--- src/rtl/piso_serializer.sv ---
// Parallel-in/serial-out converter: valid/ready upstream, stallable serial side,
// variable frame length (1..WIDTH bits), selectable bit order, zero-bubble frames.
module piso_serializer #(
    parameter int unsigned WIDTH     = 8,
    parameter bit          MSB_FIRST = 1'b0,
    localparam int unsigned LW       = $clog2(WIDTH + 1)
) (
    input  logic             clk,
    input  logic             reset,
    input  logic             par_valid_i,
    input  logic [WIDTH-1:0] par_data_i,
    input  logic [LW-1:0]    par_len_i,
    output logic             par_ready_o,
    input  logic             ser_ready_i,
    output logic             ser_o,
    output logic             ser_valid_o,
    output logic             ser_last_o,
    output logic             empty_o
);

    localparam logic [LW-1:0] WIDTH_L = LW'(WIDTH);
    localparam logic [LW-1:0] ONE_L   = LW'(1);

    logic [WIDTH-1:0] shift_q, shift_d;
    logic [LW-1:0]    cnt_q, cnt_d;
    logic [LW-1:0]    len_eff;
    logic             load;
    logic             consume;
    logic             out_bit;

    // Out-of-range or zero length means a full word.
    always_comb begin
        len_eff = par_len_i;
        if (par_len_i == '0 || par_len_i > WIDTH_L) begin
            len_eff = WIDTH_L;
        end
    end

    assign ser_valid_o = (cnt_q != '0);
    assign ser_last_o  = (cnt_q == ONE_L);
    assign empty_o     = (cnt_q == '0);
    assign par_ready_o = empty_o || (ser_valid_o && ser_ready_i && ser_last_o);

    assign out_bit = MSB_FIRST ? shift_q[WIDTH-1] : shift_q[0];
    assign ser_o   = ser_valid_o & out_bit;

    assign load    = par_valid_i & par_ready_o;
    assign consume = ser_valid_o & ser_ready_i;

    // A load on the last-bit edge takes priority over the final consume.
    always_comb begin
        shift_d = shift_q;
        cnt_d   = cnt_q;
        if (load) begin
            cnt_d = len_eff;
            if (MSB_FIRST) begin
                shift_d = par_data_i << (WIDTH_L - len_eff);
            end else begin
                shift_d = par_data_i;
            end
        end else if (consume) begin
            cnt_d = cnt_q - ONE_L;
            if (MSB_FIRST) begin
                shift_d = shift_q << 1;
            end else begin
                shift_d = shift_q >> 1;
            end
        end
    end

    always_ff @(posedge clk or negedge reset) begin
        if (!reset) begin
            shift_q <= '0;
            cnt_q   <= '0;
        end else begin
            shift_q <= shift_d;
            cnt_q   <= cnt_d;
        end
    end

endmodule

--- config.mk ---
export PLATFORM = sky130hd
export DESIGN_NAME = piso_serializer
export DESIGN_NICKNAME = d
export VERILOG_FILES = /design/src/rtl/piso_serializer.sv
export SDC_FILE = /design/constraint.sdc
export NUM_CORES = 1
export LEC_CHECK = 0
export BUFFER_PORTS_ARGS = -buffer_cell sky130_fd_sc_hd__clkbuf_2
export CAP_MARGIN = 20
export CORE_UTILIZATION = 43
export DETAILED_ROUTE_END_ITERATION = 10
export PLACE_DENSITY = 0.72
export RECOVER_POWER = 50
export SETUP_SLACK_MARGIN = 0.2
export SYNTH_ARGS = -nofsm -noshare
export SYNTH_HDL_FRONTEND = slang
export SYNTH_SLANG_ARGS = --single-unit
--- constraint.sdc ---
create_clock -name clk -period 1.7 [get_ports clk]
set_input_delay 0.17 -clock clk [delete_from_list [all_inputs] [get_ports clk]]
set_output_delay 0.17 -clock clk [all_outputs]
set_load 0.02 [all_outputs]
* Yosys cells after proc, flatten, opt, wreduce, memory -nomap -nowiden
Cells that the tools add are included.
** Operators by class
- Bitwise logic cells :: 3
- Muxes and demuxes :: 5
- Add/sub/neg operators :: 1
- Equality and inequality tests :: 1
- Reduce and logical (&&, ||, !) cells :: 8
- $lt $le $gt $ge :: 1
** Operator list (number)
- 8-bit two-way mux :: 2
- 4-bit two-way mux :: 3
- 4-bit logical NOT :: 2
- 4-bit by 1-bit equality test with 1-bit output, second input constant :: 1
- 4-bit > comparator, second input constant :: 1
- 4-bit nonzero test :: 1
- 4-bit by 1-bit subtractor with 4-bit output, second input constant :: 1
- 1-bit AND :: 3
- 1-bit logical AND :: 2
- 1-bit logical OR :: 2
- 2-bit nonzero test :: 1
** Storage, ports and cells
- Output and inout port bits :: 5
- Bits in registers :: 12
- Logic and storage cells :: 21

* Longest topological paths before layout
- Depth after elaboration :: 6
- Depth in mapped cells :: 9
- Depth with buffers taken out :: 7

* Least setup slack after synthesis
No wires, ideal clock.
- Path kind :: register to register
- Start :: register cnt_q[0]
- End :: register shift_q[4]
- Arrival :: 1.617 ns
- Stages on the path, launching flop included :: 9
- Path slack :: -0.043 ns
- Path through :: dfrtp_1 > inv_1 > ha_1 > nand2_2 > inv_2 > mux2i_1 > buf_2 > buf_4 > o21ai_0
** On the way
- Word-level cells in the longest chain between the ends :: 6
- Elaborated cells between the ends (all ways) :: 10
** RTL lines
- from (decl) :: RTL line 25 : logic [LW-1:0] cnt_q, cnt_d;
- from (signal assigned) :: RTL line 77 : cnt_q <= cnt_d;
- 4-bit nonzero test (*) :: RTL line 39 : assign ser_valid_o = (cnt_q != '0);
- net ser_valid_o :: RTL line 16 : output logic ser_valid_o,
- 1-bit logical AND (2 in series) :: RTL line 42 : assign par_ready_o = empty_o || (ser_valid_o && ser_ready_i && ser_last_o);
- 1-bit logical OR :: RTL line 42
- 1-bit AND :: RTL line 47 : assign load = par_valid_i & par_ready_o;
- 8-bit two-way mux / 2-bit nonzero test (equally long branches)
- to (signal assigned) :: RTL line 76 : shift_q <= shift_d;
- to (decl) :: RTL line 24 : logic [WIDTH-1:0] shift_q, shift_d;
Mark *: on every way through the listed nets, which the timed path passes. The rest lies on a longest branch.
A chain may end at the register's enable or synchronous reset.

* Worst setup path after layout
- Start :: register cnt_q[0]
- End :: register cnt_q[3]
** On the way
- Word-level cells in the longest chain between the ends :: 6
- Elaborated cells between the ends (all ways) :: 12
** RTL lines
- branches (longest 6 deep; another with 4-bit by 1-bit subtractor with 4-bit output)
Parallel ways; which one is timed is not known. The select of a mux whose other input is x is not followed.

==> impl_metrics.json <==
{
  "cp_data_arrival_time_ns": 1.85,
  "postSynthRegisterBits": 12,
  "number_of_flops_mapped_to_enable_cells_by_yosys": 0,
  "via_per_inst": 5.203,
  "nets": 122,
  "clock_insertion_delay_worst_skew_ns": 0.27,
  "dpl-instance-area_sq_um": 824.5,
  "clock_tree.htree_level_count": 1,
  "hold_viol": 0,
  "whs_endpoint": "shift_q[7]$_DFFE_PN0P_",
  "hold_path.startpoint": "par_data_i[7]",
  "worstMarginPinSlew_ns": 0.6481,
  "synth.avg_cell_area_sq_um": 9.792,
  "clockBufferDepth": 2,
  "areaGrowthSynthToFinish_pct": 46.67,
  "hp-class": "in2reg",
  "mappedNetlistNets": 87,
  "final_max_slew_viol_count": 0,
  "first_global_vias": 546,
  "fp-row-count": 13,
  "worst-path-max-fanout": 5,
  "multi_input_comb_area_sq_um": 392.9,
  "postRouteAntennaNets": 0,
  "place.detailed.hpwl_um": 975.7,
  "synth_top_area_frac": 0.4444,
  "grt_overflow_total": 0,
  "timing.hold.worst_path_depth": 2,
  "cell_types_occupying_the_most_area_after_synthesis": "sky130_fd_sc_hd__dfrtp_1 (44%), sky130_fd_sc_hd__mux2i_1 (13%), sky130_fd_sc_hd__nand2_1 (6.1%), sky130_fd_sc_hd__o21ai_0 (5.9%), sky130_fd_sc_hd__ha_1 (3.7%)",
  "r2r_cells": 6,
  "setup-violations-final": 0,
  "fill_cells": 106,
  "floorplan.die_area_sq_um": 1734,
  "seq_area_sq_um": 300.3,
  "clock_sink_count": 12,
  "die_h_um": 41.64,
  "cts.root.buffer_cell": "sky130_fd_sc_hd__clkbuf_4",
  "synthCells": 69,
  "finalWirelength_um": 1499,
  "reg_to_reg_slack_setup_ns": 0.07,
  "post_synth_most_frequent_cells": "sky130_fd_sc_hd__dfrtp_1 (12), sky130_fd_sc_hd__nand2_1 (11), sky130_fd_sc_hd__mux2i_1 (9)",
  "initial_core_util": 0.4887,
  "drv.max_cap_violation_count": 0,
  "coreArea_sq_um": 1383,
  "synth_seq_area_share": 0.4444,
  "run_status": "finished clean",
  "power-per-cell-area_nw_per_um2": 1483,
  "routedWlPerCell_um": 12.70,
  "grt_pass1_wl_um": 2325,
  "min_period_over_period": 0.9615,
  "diodes": 0,
  "yosysTopAreaCell": "sky130_fd_sc_hd__dfrtp_1",
  "final_core_util": 0.7167,
  "worst_setup_hold_path_clk_slew_ns": 0.08,
  "fin_total_pwr_mw": 1.469,
  "max-slew-margin-rel": 0.5679,
  "detail_route.drc_violations": 0,
  "critical_path.endpoint_type": "flop",
  "drt_pass1_iterations": 3,
  "cts_tree": "done",
  "vias": 614,
  "grt_setup_unrepaired": "yes",
  "async_reset_ff_frac": 1.000,
  "r2r-start": "cnt_q[0]$_DFFE_PN0P_",
  "grt_antenna_before_repair": 0,
  "synth_flop_cell": "sky130_fd_sc_hd__dfrtp_1",
  "worst-setup-path-type": "reg2reg",
  "cp.required_ns": 1.91,
  "mappedNetlistArea_sq_um": 675.6,
  "timing.fmax_mhz": 611.8,
  "numCtsBuffers": 3,
  "ioPinCount": 21,
  "yosys_warnings": 0,
  "floorplan.die.width_um": 41.64,
  "kind_of_start_point_of_the_critical_path": "flop",
  "fin_area_sq_um": 991.0,
  "peakVddDrop_uv": 857.7,
  "detail_route.iter0.violations": 9,
  "post-route-min-period_ns": 1.635,
  "numPortBuffers": 20,
  "grt_max_degree": 13,
  "finalClockSkew_ns": 0.002906,
  "drive_gt1_frac": 0.4660,
  "post_synth_num_cell_types": 25,
  "regToRegEndpoint": "cnt_q[3]$_DFFE_PN0P_",
  "grt_use_total": 0.1751,
  "synth.most_common_cell": "sky130_fd_sc_hd__dfrtp_1",
  "total_leakage_power_nw": 0.4647,
  "routability_congestion_estimate": 0.7468
}
cells in the final DEF, fill, tap and decap left out, drive strengths merged:
master,synthesis,routed
clkbuf,0,22
buf,4,15
dfrtp,12,12
nand2,12,12
mux2i,9,9
o21ai,8,8
nand2b,3,3
inv,3,3
nor3,2,2
a22oi,2,2
ha,2,2
nor2,1,1
and2,1,1
nor2b,1,1
a21oi,1,1
and3b,1,1
a22o,1,1
or4b,1,1
nand3,1,1
o21ba,1,1
o22a,1,1
mux2,1,1
o31a,1,1
dlygate4sd3,0,1
cell families after synthesis:
| family | synth area share |
|---|---|
| muxes | 0.1500 |
| AOI/OAI and AO/OA | 0.1426 |
| DFF | 0.4444 |
| and+or+nand+nor | 0.1759 |
| adders and majority gates | 0.03703 |
| buffers and inverters | 0.05000 |
registers in the layout, indices dropped and copies added, names as in the netlist:
signal and count:
shift_q 8, cnt_q 4
cell type report:
class                   count  share of cell area
well taps                  15             0.01894
multi-input cells          50              0.3965
clock buffers               4             0.03662
flip-flops and latches     12              0.3030
repair buffers             34              0.2311
inverters                   3             0.01389
critical path, stage by stage (launching register included):
cell                      delay [ns]
sky130_fd_sc_hd__dfrtp_1        0.39
sky130_fd_sc_hd__inv_2          0.07
sky130_fd_sc_hd__ha_4           0.18
sky130_fd_sc_hd__a21oi_2        0.08
sky130_fd_sc_hd__and3b_2        0.26
sky130_fd_sc_hd__or4b_1         0.49
sky130_fd_sc_hd__nand3_1        0.10
metal layers:
metal / part of all wire / GRT usage / up-vias
met4: 0 / 0.01935 / 0
li1: - / - / 312
met5: 0 / 0 / -
met3: 0.045 / 0.06522 / 0
met2: 0.53 / 0.2938 / 18
met1: 0.42 / 0.2219 / 284
metrics by stage:
stage,setup slack (ns),TNS (ns),cells,hold WS (ns)
2_1_floorplan,0.1112,0,69,-0.1256
3_3_place_gp,0.06174,0,104,0.07304
3_5_place_dp,0.03566,0,104,0.07176
4_1_cts,0.1034,0,114,0.1253
5_1_grt,-0.01956,-0.01956,118,0.1281
6_report,0.06549,0,118,0.1281
timing repair:
item | 4_1_cts | 5_1_grt
setup endpoints to repair | 13 | 16
hold buffers | 1 | 0
endpoints found under the hold margin | 12 | 0
resized for setup | 10 | 7
pin swaps | 4 | 1
buffers inserted | 5 | 4
worst max path at each step:
stage | from | to | slack [ns] | depth (start not counted)
after floorplan | cnt_q[0]$_DFFE_PN0P_ | cnt_q[3]$_DFFE_PN0P_ | 0.11 | 7
after global placement | cnt_q[1]$_DFFE_PN0P_ | shift_q[5]$_DFFE_PN0P_ | 0.06 | 7
after detailed placement | cnt_q[0]$_DFFE_PN0P_ | cnt_q[0]$_DFFE_PN0P_ | 0.04 | 8
after CTS | cnt_q[0]$_DFFE_PN0P_ | cnt_q[3]$_DFFE_PN0P_ | 0.10 | 6
after global routing | cnt_q[0]$_DFFE_PN0P_ | cnt_q[3]$_DFFE_PN0P_ | -0.02 | 6
final | cnt_q[0]$_DFFE_PN0P_ | cnt_q[3]$_DFFE_PN0P_ | 0.07 | 6
power by group:
group	total (mW)	internal, mW	switching (mW)
Clock	0.227	0.130	0.0968
Sequential	0.479	0.398	0.0815
Combinational	0.763	0.417	0.346
No activity file was read; power rests on OpenSTA's default activity.
